[config.mk]
export PLATFORM = sky130hd
export DESIGN_NAME = alu_issue_stage
export DESIGN_NICKNAME = d
export VERILOG_FILES = /design/src/rtl/mips_alu_pkg.sv /design/src/rtl/alu_ctrl_decode.sv /design/src/rtl/alu_issue_stage.sv
export SDC_FILE = /design/constraint.sdc
export NUM_CORES = 1
export LEC_CHECK = 0
export ABC_AREA = 1
export CAP_MARGIN = 10
export CORE_MARGIN = 2
export CORE_UTILIZATION = 35
export DETAILED_ROUTE_END_ITERATION = 7
export GPL_ROUTABILITY_DRIVEN = 0
export PLACE_DENSITY = 0.64
export SLEW_MARGIN = 30
export SYNTH_ARGS = -nofsm -noshare
export SYNTH_HDL_FRONTEND = slang
export SYNTH_SLANG_ARGS = --single-unit
[constraint.sdc]
create_clock -name clk -period 3.35 [get_ports clk]
set_clock_uncertainty 0.05 [all_clocks]
set_input_delay 0.67 -clock clk [delete_from_list [all_inputs] [get_ports clk]]
set_output_delay 0.67 -clock clk [all_outputs]
set_load 0.05 [all_outputs]
[src/rtl/mips_alu_pkg.sv]
// Shared encodings for the ALU control interface: aluOp classes, funct codes,
// aluControl codes and the issue payload layout.
package mips_alu_pkg;

    localparam logic [3:0] ALU_AND = 4'b0000;
    localparam logic [3:0] ALU_OR  = 4'b0001;
    localparam logic [3:0] ALU_ADD = 4'b0010;
    localparam logic [3:0] ALU_SUB = 4'b0110;
    localparam logic [3:0] ALU_SLT = 4'b0111;
    localparam logic [3:0] ALU_NOR = 4'b1100;

    localparam logic [1:0] ALUOP_ADD   = 2'b00;
    localparam logic [1:0] ALUOP_SUB   = 2'b01;
    localparam logic [1:0] ALUOP_RTYPE = 2'b10;
    localparam logic [1:0] ALUOP_OR    = 2'b11;

    localparam logic [5:0] FUNCT_ADD = 6'b100000;
    localparam logic [5:0] FUNCT_SUB = 6'b100010;
    localparam logic [5:0] FUNCT_AND = 6'b100100;
    localparam logic [5:0] FUNCT_OR  = 6'b100101;
    localparam logic [5:0] FUNCT_SLT = 6'b101010;
    localparam logic [5:0] FUNCT_NOR = 6'b100111;

    localparam int ALU_DATA_W = 32;

    typedef struct packed {
        logic [3:0]            ctrl;
        logic [ALU_DATA_W-1:0] in1;
        logic [ALU_DATA_W-1:0] in2;
        logic                  illegal;
    } alu_issue_t;

endpackage

[src/rtl/alu_ctrl_decode.sv]
// Combinational aluOp/funct decode into the 4-bit aluControl code; unsupported
// R-type functs fall back to add and raise illegal.
module alu_ctrl_decode
    import mips_alu_pkg::*;
(
    input  logic [1:0] alu_op,
    input  logic [5:0] funct,
    output logic [3:0] alu_control,
    output logic       illegal
);

    always_comb begin
        alu_control = ALU_ADD;
        illegal     = 1'b0;
        unique case (alu_op)
            ALUOP_ADD: alu_control = ALU_ADD;
            ALUOP_SUB: alu_control = ALU_SUB;
            ALUOP_OR:  alu_control = ALU_OR;
            default: begin
                case (funct)
                    FUNCT_ADD: alu_control = ALU_ADD;
                    FUNCT_SUB: alu_control = ALU_SUB;
                    FUNCT_AND: alu_control = ALU_AND;
                    FUNCT_OR:  alu_control = ALU_OR;
                    FUNCT_SLT: alu_control = ALU_SLT;
                    FUNCT_NOR: alu_control = ALU_NOR;
                    default:   illegal = 1'b1;
                endcase
            end
        endcase
    end

endmodule

[src/rtl/alu_issue_stage.sv]
// ID->EX issue stage: decodes the op, muxes in2, and holds it in an output
// register backed by one skid entry so in_ready never depends on out_ready.
module alu_issue_stage
    import mips_alu_pkg::*;
#(
    parameter int DATA_W = 32,
    parameter int CNT_W  = 16
) (
    input  logic              clk,
    input  logic              reset,
    input  logic              in_valid,
    output logic              in_ready,
    input  logic [1:0]        in_alu_op,
    input  logic [5:0]        in_funct,
    input  logic [DATA_W-1:0] in_rs_data,
    input  logic [DATA_W-1:0] in_rt_data,
    input  logic [DATA_W-1:0] in_imm,
    input  logic              in_alu_src,
    input  logic              flush,
    output logic              out_valid,
    input  logic              out_ready,
    output logic [3:0]        alu_control,
    output logic [DATA_W-1:0] alu_in1,
    output logic [DATA_W-1:0] alu_in2,
    output logic              out_illegal,
    output logic [CNT_W-1:0]  illegal_cnt
);

    // Same layout as alu_issue_t, sized by this instance's DATA_W.
    typedef struct packed {
        logic [3:0]        ctrl;
        logic [DATA_W-1:0] in1;
        logic [DATA_W-1:0] in2;
        logic              illegal;
    } issue_t;

    localparam logic [CNT_W-1:0] CNT_MAX = {CNT_W{1'b1}};

    logic [3:0] dec_ctrl;
    logic       dec_illegal;
    issue_t     new_op;

    logic       out_valid_q, out_valid_d;
    issue_t     out_op_q, out_op_d;
    logic       skid_valid_q, skid_valid_d;
    issue_t     skid_op_q, skid_op_d;
    logic [CNT_W-1:0] cnt_q, cnt_d;
    logic       accept;

    alu_ctrl_decode u_decode (
        .alu_op      (in_alu_op),
        .funct       (in_funct),
        .alu_control (dec_ctrl),
        .illegal     (dec_illegal)
    );

    always_comb begin
        new_op.ctrl    = dec_ctrl;
        new_op.in1     = in_rs_data;
        new_op.in2     = in_alu_src ? in_imm : in_rt_data;
        new_op.illegal = dec_illegal;
    end

    assign in_ready = ~skid_valid_q;
    assign accept   = in_valid & in_ready & ~flush;

    always_comb begin
        out_valid_d  = out_valid_q;
        out_op_d     = out_op_q;
        skid_valid_d = skid_valid_q;
        skid_op_d    = skid_op_q;
        cnt_d        = cnt_q;

        if (accept && dec_illegal && cnt_q != CNT_MAX) begin
            cnt_d = cnt_q + 1'b1;
        end

        if (flush) begin
            out_valid_d  = 1'b0;
            skid_valid_d = 1'b0;
        end else if (skid_valid_q) begin
            // A full skid implies a full output reg; nothing is accepted here.
            if (out_ready) begin
                out_op_d     = skid_op_q;
                skid_valid_d = 1'b0;
            end
        end else if (accept) begin
            if (!out_valid_q || out_ready) begin
                out_op_d    = new_op;
                out_valid_d = 1'b1;
            end else begin
                skid_op_d    = new_op;
                skid_valid_d = 1'b1;
            end
        end else if (out_valid_q && out_ready) begin
            out_valid_d = 1'b0;
        end
    end

    always_ff @(posedge clk) begin
        if (reset) begin
            out_valid_q  <= 1'b0;
            out_op_q     <= '0;
            skid_valid_q <= 1'b0;
            skid_op_q    <= '0;
            cnt_q        <= '0;
        end else begin
            out_valid_q  <= out_valid_d;
            out_op_q     <= out_op_d;
            skid_valid_q <= skid_valid_d;
            skid_op_q    <= skid_op_d;
            cnt_q        <= cnt_d;
        end
    end

    assign out_valid   = out_valid_q;
    assign alu_control = out_op_q.ctrl;
    assign alu_in1     = out_op_q.in1;
    assign alu_in2     = out_op_q.in2;
    assign out_illegal = out_op_q.illegal;
    assign illegal_cnt = cnt_q;

endmodule

==> impl_metrics.yaml <==
clock_network:
  tritoncts: "built"
  clock_latency_ns: 0.42
  cts.sink_count: 156
  cts-htree-levels: 4
  clk_root_buffer_cell: "clkbuf_16"
  cts_resized: 0
  cts.reportedPaths.clkPinSlew_ns: 0.07
  post-cts-setup-buffer-count: 0
  cts_hold_buf: 0
  clock_tree.buffer_depth: 2
  tritoncts.num_buffers: 17
worst_setup_path:
  critical_path.top_delay_family: "buffers and inverters"
  timing.critical_path.fanout_max: 6
  critPathMaxStageDelay_ns: 0.86
  crit-reg2reg-launch: "illegal_cnt[0]$_SDFFE_PP0P_"
  crit_path_top_delay_cell: "clkdlybuf4s50_1"
  critical_path.n_buffers_inverters: 1
  crit_path_cell_trace: "clkdlybuf4s50_1"
  ff2ff_setup_slack_ns: 1.34
  cp_data_arrival_time_ns: 1.76
  required_ns: 2.63
  crit_start: "illegal_cnt[11]$_SDFFE_PP0P_"
  startpoint_type: "flop"
  crit_path_end_kind: "output port"
  timing.setup.critical_path_class: "flop to output port"
logic_synthesis:
  total_of_warnings_raised_by_yosys: 0
  synth.ff_latch_count: 156
  fraction_of_registers_with_async_set_reset_pct: 0
  synthCells: 933
  synth_sequential_area_ratio_pct: 45.3
  yosys.cell_types.count: 31
  synthesized_area_sq_mm: 0.00689
  synth_edf_count: 0
  ys_dominant_reg_cell: "dfxtp_1"
  synthesis.area_per_instance_sq_um: 7.39
  synthesis.nets: 1044
drt:
  drc: 0
  first_iter_violations: 359
  first_pass_iters: 4
  drt-wirelength-per-cell_microns: 14.4
  viasPerCell: 4.87
  detailroute.via_count: 6688
  postRouteAntennaNets: 0
  drt_wl_total_mm: 19.8
job:
  drv_cap: 0
grt:
  total_global_routing_track_utilization_pct: 18.9
  grt_start_max_net_pins: 81
  globalRoute.totalOverflow: 0
  grt_pass1_vias: 6037
  initial_antenna_violation_count: 1
  grt_first_pass_wirelength_mm: 31.3
die:
  die_area_sq_mm: 0.0208
  floorplan.initialDensity_pct: 35.5
  die_h_microns: 144
  die_x_microns: 144
  core_region_area_sq_mm: 0.0194
  row_count: 51
  design.portCount: 197
power_and_ir_drop:
  pwr_total_mw: 4.48
  power.density_cell_area_mw_per_mm2: 467
  p_leak_nw: 3.73
  peakVddDrop_uv: 364
timing:
  timing.max_slew.rel_slack_pct: 50.1
  grt_setup_unrepaired: "false"
  period_utilization_post_route_pct: 74.0
  final_hold_violations: 0
  setup_total_negative_slack_ns: 0
  final.hold.worst_slack_ns: 0.415
  fmax_ghz: 0.404
  finalMaxSlewViolations: 0
  tightest_slew_ns: 0.748
  final.min_clock_period_ns: 2.48
  report.final.setup_viol: 0
hold_path:
  hold_path_class: "flop to flop"
  holdCritStartpoint: "skid_op_q[58]$_SDFFE_PP0P_"
placed_design:
  port-buffer-count: 196
  dp_hpwl_mm: 12.8
finish:
  antenna_cells: 0
  finish.net_count: 1205
  syn_to_final_growth_pct: 39.0
  final_layout_size_suffix_gt1_share_pct: 5.96
  layout.core_utilization_pct: 49.4
run_status:
  outcome: "completed"
[kinds of logic after synthesis]
logic type,synth area share [%]
compound gates,21.3
xor+xnor,0.889
fa+ha+maj,0.181
buf+inv,6.61
flops,45.3
mux,2.76
simple gates,22.9
[synthesized netlist by cell type, types with 2 or more instances]
cell type,number,share of area (%)
dfxtp_1,156,45
nand3b_1,3,0.33
o21a_1,13,1.4
a21oi_1,45,3.3
nor2_2,2,0.18
nand2_2,2,0.18
buf_1,3,0.16
xor2_1,5,0.64
nor2_4,2,0.33
buf_4,5,0.54
nor2_1,158,8.6
o21ai_0,140,10
clkbuf_1,40,2.2
buf_2,19,1.4
a211oi_1,32,3.5
nand3_2,3,0.44
inv_1,36,2.0
nand3_1,18,1.3
mux2i_1,19,2.8
nand2_1,174,9.5
xnor2_1,2,0.25
a31oi_1,32,2.9
nand4_1,13,1.2
inv_2,4,0.22
[through the flow]
step / setup WS, ns / cells / cell area [sq um]
global placement: 0.798 / 1339 / 9000
CTS: 0.840 / 1372 / 9580
global route: 0.790 / 1372 / 9580
floorplan: 1.38 / 933 / 6890
detailed placement: 0.766 / 1340 / 9020
finish: 0.872 / 1372 / 9580
[final cells by class]
type	count	area, sq um
clock buffer	17	425
clock inverter	15	135
fill	1943	9820
inverter	40	151
multi-input combinational	669	3320
sequential	156	3130
tap	265	332
timing repair buffer	210	2090
[layout by cell type (no fill, tap or decap), drive strengths merged, types with 3 or more instances in the layout]
master	count
xor2	5
nand4	14
inv	46
a21oi	45
nand2	176
clkbuf	17
a31oi	32
o21a	13
o21ai	140
nand3b	3
clkinv	5
clkdlybuf4s50	194
nor2	163
mux2i	19
buf	16
clkinvlp	4
dfxtp	156
a211oi	32
nand3	21
[sequential cells by signal, indices dropped and copies added, names as in the netlist]
register / cells
skid_op_q: 69
alu_in2: 32
out_valid: 1
out_illegal: 1
illegal_cnt: 16
alu_in1: 32
skid_valid_q: 1
alu_control: 4
[final timing paths]
| path | to | cells past startpoint |
|---|---|---|
| setup / recovery | illegal_cnt[11] | 1 |
| hold / removal | alu_in1[25]$_SDFFE_PP0P_ | 2 |
| hold reg to reg | alu_in1[25]$_SDFFE_PP0P_ | 2 |
| setup reg to reg | illegal_cnt[9]$_SDFFE_PP0P_ | 7 |
[power by group]
group | internal (mW) | switching (mW) | total [mW]
Sequential | 1.92 | 0.0338 | 1.95
Combinational | 0.284 | 0.412 | 0.695
Clock | 0.975 | 0.853 | 1.83
Total | 3.18 | 1.30 | 4.48
[layer usage]
| layer | GRT usage, % | vias to the layer above | wire, microns |
|---|---|---|---|
| met3 | 5.50 | 15 | 1480 |
| li1 | - | 3468 | - |
| met5 | 0 | - | 11 |
| met1 | 25.7 | 3021 | 9390 |
| met2 | 29.6 | 182 | 8700 |
| met4 | 4.85 | 2 | 176 |
No activity file was read; power rests on OpenSTA's default activity.
